--- src/rtl/weather_sensor_rx.sv ---
// weather_sensor_rx: serial weather-frame receiver (start, 17 payload bits MSB first, even parity, stop)
// with atomic output commit, saturating error count and stale-data flag. Rev 1.0
`default_nettype none

module weather_sensor_rx #(
   parameter int STALE_LIMIT = 1000,
   parameter int ERR_W       = 8
) (
   input  logic              CLK,
   input  logic              RST,
   input  logic              bit_valid,
   input  logic              sdata,
   output logic              thunderstorm,
   output logic [5:0]        wind,
   output logic [1:0]        visibility,
   output logic signed [7:0] temperature,
   output logic              frame_valid,
   output logic              frame_error,
   output logic              data_stale,
   output logic [ERR_W-1:0]  err_count,
   output logic [1:0]        rx_state
);

   localparam int             SW        = $clog2(STALE_LIMIT + 1);
   localparam logic [SW-1:0]  STALE_MAX = SW'(STALE_LIMIT);

   typedef enum logic [1:0] {
      IDLE   = 2'd0,
      DATA   = 2'd1,
      PARITY = 2'd2,
      STOP   = 2'd3
   } state_t;

   state_t          state;
   logic [4:0]      bit_cnt;
   logic [16:0]     payload;
   logic            parity_bit;
   logic [SW-1:0]   stale_cnt;
   logic            seen_good;
   logic            parity_ok;
   logic            commit;

   assign parity_ok  = ~^{payload, parity_bit};
   assign commit     = bit_valid && (state == STOP) && sdata && parity_ok;
   assign data_stale = (stale_cnt == STALE_MAX) || !seen_good;
   assign rx_state   = state;

   always_ff @(posedge CLK or negedge RST) begin
      if (!RST) begin
         state        <= IDLE;
         bit_cnt      <= '0;
         payload      <= '0;
         parity_bit   <= 1'b0;
         stale_cnt    <= '0;
         seen_good    <= 1'b0;
         thunderstorm <= 1'b0;
         wind         <= '0;
         visibility   <= '0;
         temperature  <= '0;
         frame_valid  <= 1'b0;
         frame_error  <= 1'b0;
         err_count    <= '0;
      end else begin
         frame_valid <= 1'b0;
         frame_error <= 1'b0;

         if (commit)
            stale_cnt <= '0;
         else if (stale_cnt != STALE_MAX)
            stale_cnt <= stale_cnt + 1'b1;

         if (bit_valid) begin
            case (state)
               IDLE: begin
                  if (!sdata) begin
                     state   <= DATA;
                     bit_cnt <= '0;
                  end
               end
               DATA: begin
                  payload <= {payload[15:0], sdata};
                  if (bit_cnt == 5'd16)
                     state <= PARITY;
                  else
                     bit_cnt <= bit_cnt + 1'b1;
               end
               PARITY: begin
                  parity_bit <= sdata;
                  state      <= STOP;
               end
               STOP: begin
                  // Outputs move only here, so a partial payload never leaks out.
                  if (sdata && parity_ok) begin
                     thunderstorm <= payload[16];
                     wind         <= payload[15:10];
                     visibility   <= payload[9:8];
                     temperature  <= payload[7:0];
                     frame_valid  <= 1'b1;
                     seen_good    <= 1'b1;
                  end else begin
                     frame_error <= 1'b1;
                     if (err_count != '1)
                        err_count <= err_count + 1'b1;
                  end
                  state <= IDLE;
               end
               default: state <= IDLE;
            endcase
         end
      end
   end

endmodule

`default_nettype wire

--- config.mk ---
export PLATFORM = sky130hd
export DESIGN_NAME = weather_sensor_rx
export DESIGN_NICKNAME = d
export VERILOG_FILES = /design/src/rtl/weather_sensor_rx.sv
export SDC_FILE = /design/constraint.sdc
export NUM_CORES = 1
export LEC_CHECK = 0
export ABC_CLOCK_PERIOD_IN_PS = 2200
export BUFFER_PORTS_ARGS = -buffer_cell sky130_fd_sc_hd__buf_2
export CORE_AREA = 8 8 70 133
export CTS_BUF_LIST = sky130_fd_sc_hd__clkbuf_4
export DETAILED_ROUTE_END_ITERATION = 7
export DIE_AREA = 0 0 78 141
export GPL_TIMING_DRIVEN = 0
export PLACE_DENSITY = 0.58
export RECOVER_POWER = 100
export SYNTH_ARGS = -nofsm -noshare
export SYNTH_HDL_FRONTEND = slang
export SYNTH_SLANG_ARGS = --single-unit
--- constraint.sdc ---
create_clock -name CLK -period 2.2 [get_ports CLK]
set_clock_uncertainty 0.15 [all_clocks]
set_input_delay 0.22 -clock CLK [delete_from_list [all_inputs] [get_ports CLK]]
set_output_delay 0.22 -clock CLK [all_outputs]
set_load 0.05 [all_outputs]
==> reports/results.ini <==
[timing]
layout_worst_path_cycle_share = 1.10
fin_hold_ws_ps = 111
setup_ws_ps = -210
setup_viol = 37
drv_slew = 64
min_period_ps = 2410
rsz0062_at_grt = yes
relSlewSlack = -0.0251
fmax_mhz = 415
tightest_slew_ps = 1540
hold_violations = 0

[worst_setup_path]
rr_startpoint = payload[14]
crit_buf_inv = 1
crit_type = flip-flop to flip-flop
cp-start-kind = flip-flop
crit_path_start = payload[14]
critPathSlowestCell = xnor3_2
endpoint_kind = flip-flop
path_cells = xnor2_2 -> xnor2_1 -> xnor3_2 -> mux2i_4 -> nand3_4 -> buf_12 -> mux2_4
max_stage_delay_ps = 490
crit_family = XOR/XNOR gates
cp_max_fo = 10
cp.required_ps = 2340
cp.arrival_ps = 2550

[place]
hpwlAfterDp_um = 3830
gp_congestion = 0.752
placedInstanceArea_um2 = 3250
dpl.cell_count = 364
port_buffers = 32

[synthesis]
async_flop_share = 1.00
synth_common_cells = dfrtp_1, mux2_2, nor2_1, nand2_1, xnor2_1
ys.flop_type = dfrtp_1
synth.most_common_cell = dfrtp_1
ys_top_cells_by_area = dfrtp_1, mux2_2, mux2_4
seq_area_frac_synth = 0.533
synth.distinct_cells = 36
netlist.area_leader.share = 0.533
netlist.top_cell.by_area = dfrtp_1
synth_edf_count = 0
avgSynthCellArea_um2 = 12.4
ys_ff_latch = 63
synthCells = 238
syn-num-nets = 252
yosysWarningCount = 0
syn-cell-area_um2 = 2960

[grt]
grt_pass1_wl_um = 9560
grt_util_all_layers = 0.110
grt_overflow_total = 0
grt_pass1_vias = 2074
grt_max_degree = 64
antenna_found_initial = 1

[finish]
final_cells = 391
area_growth_pct = 19.6
final_layout_size_suffix_gt1_frac = 0.277
multi_input_area_um2 = 1430
fin_area_um2 = 3540
final_nets = 307
n_fill_cell = 739
fin_util = 0.469
seq_area_um2 = 1580

[drt]
antenna_left = 0
vias_per_cell = 4.92
wirelength_um = 5580
drc_errors = 0
via_count = 1924
wire_per_inst_um = 14.3
drt_first_pass_iters = 4
drtIter0Drc = 63

[clock_tree]
insertion_delay_ps = 410
clock_sinks = 63
cts_buffer_depth = 2
root_buffer = clkbuf_4
cts_buffers = 9
htree_levels = 3
cts_tree = built
clk_pin_slew_ps = 90

[pwr]
peakVddDrop_mv = 1.20
totalPowerFinal_uw = 4950
leakage_uw = 0.00173
power_density_nw_per_um2 = 1400

[floorplan]
ioPinCount = 34
coreArea_um2 = 7540
num_rows = 45
die_w_um = 78
start_util = 0.392
die-area_um2 = 11000
chipHeight_um = 141

[hold_path]
hp-class = input pin to flip-flop
hold_start = bit_valid

[outcome]
status = finished with violations
violations = capacitance limit, slew limit, setup timing

[job]
maxCapViolations = 1

-- final timing paths --
| path | endpoint | slack, ps | cells past startpoint |
|---|---|---|---|
| min in group asynchronous | stale_cnt[9] | 580 | 2 |
| hold reg to reg | seen_good | 350 | 1 |
| setup reg to reg | wind[4] | -210 | 7 |
| setup / recovery | wind[4] | -210 | 7 |
| hold / removal | parity_bit | 110 | 3 |
| max in group asynchronous | rx_state[1] | 300 | 2 |
-- worst reg2reg max path, delay by kind of cell, from the launching register on --
kind                   cells  cell delay (ps)
AND/OR/NAND/NOR            1              140
XOR/XNOR                   3              840
flip-flops                 1              430
buffers and inverters      1              180
multiplexers               2              570
-- cells in the final DEF, fill, tap and decap left out, types with 2 or more instances in the layout --
cell type       n
clkinv_1        2
xor2_1         11
nand2_1        14
buf_4          11
o21ai_0         9
buf_6           2
and3_1          3
mux2_4         11
nor3_1          3
ha_1           10
nand3_1         9
inv_1          10
xnor2_2         4
nor2_1         18
dfrtp_1        61
xnor2_1        11
nand2b_1        2
nor4_4          2
clkbuf_4       11
a21oi_1         3
a21o_1          2
nor2b_1         2
clkbuf_1       30
mux2_2         24
dlygate4sd3_1   2
dfrtp_2         2
a22o_1          3
nand3b_1        2
-- cells by family after synthesis --
group,Yosys count,synth area share
adder cells (fa/ha/maj),10,0.0423
buffers and inverters,15,0.0220
XOR/XNOR,28,0.0947
AND/OR/NAND/NOR,68,0.119
flip-flops,63,0.533
AO/OA/AOI/OAI,18,0.0372
multiplexers,36,0.152
-- area by class of cell --
| class | count | share of cell area |
|---|---|---|
| timing repair buffer | 46 | 0.0700 |
| inverter | 10 | 0.0106 |
| buffer | 3 | 0.00990 |
| sequential | 63 | 0.446 |
| tap | 94 | 0.0332 |
| multi-input combinational | 160 | 0.403 |
| antenna | 1 | 0.000707 |
| clock buffer | 11 | 0.0233 |
| clock inverter | 3 | 0.00353 |
-- stage by stage --
stage          worst slack [ps]  setup TNS [ps]
5_1_grt                    -294           -9070
2_1_floorplan              -184           -1810
3_3_place_gp               -486          -10920
6_report                   -210           -5590
3_5_place_dp               -490          -11100
4_1_cts                    -241           -6660
-- flip-flops by register name, summed over array words and instances, names as in the netlist --
register	cells
temperature	8
bit_cnt	5
visibility	2
frame_valid	1
wind	6
frame_error	1
payload	17
err_count	8
seen_good	1
thunderstorm	1
stale_cnt	10
parity_bit	1
rx_state	2
-- timing repair --
item / 4_1_cts / 5_1_grt
setup buffers: 10 / 2
setup endpoints to repair: 41 / 39
hold buffers: 2 / 0
cloned: 0 / 0
pin swaps: 10 / 3
resized for setup: 23 / 2
hold endpoints to repair: 65 / 0
-- per-layer routing --
layer / GRT usage / up-vias / share of wire
li1: - / 927 / -
met1: 0.112 / 951 / 0.39
met2: 0.185 / 35 / 0.54
met3: 0.0414 / 11 / 0.043
met4: 0.0659 / 0 / 0.027
met5: 0 / - / 0
-- where the power goes --
group	internal (µW)	total, µW	switching, µW
sequential	1480	1780	299
clock	237	620	383
combinational	1100	2550	1450
total	2820	4950	2130
(Power assumes the default switching activity.)
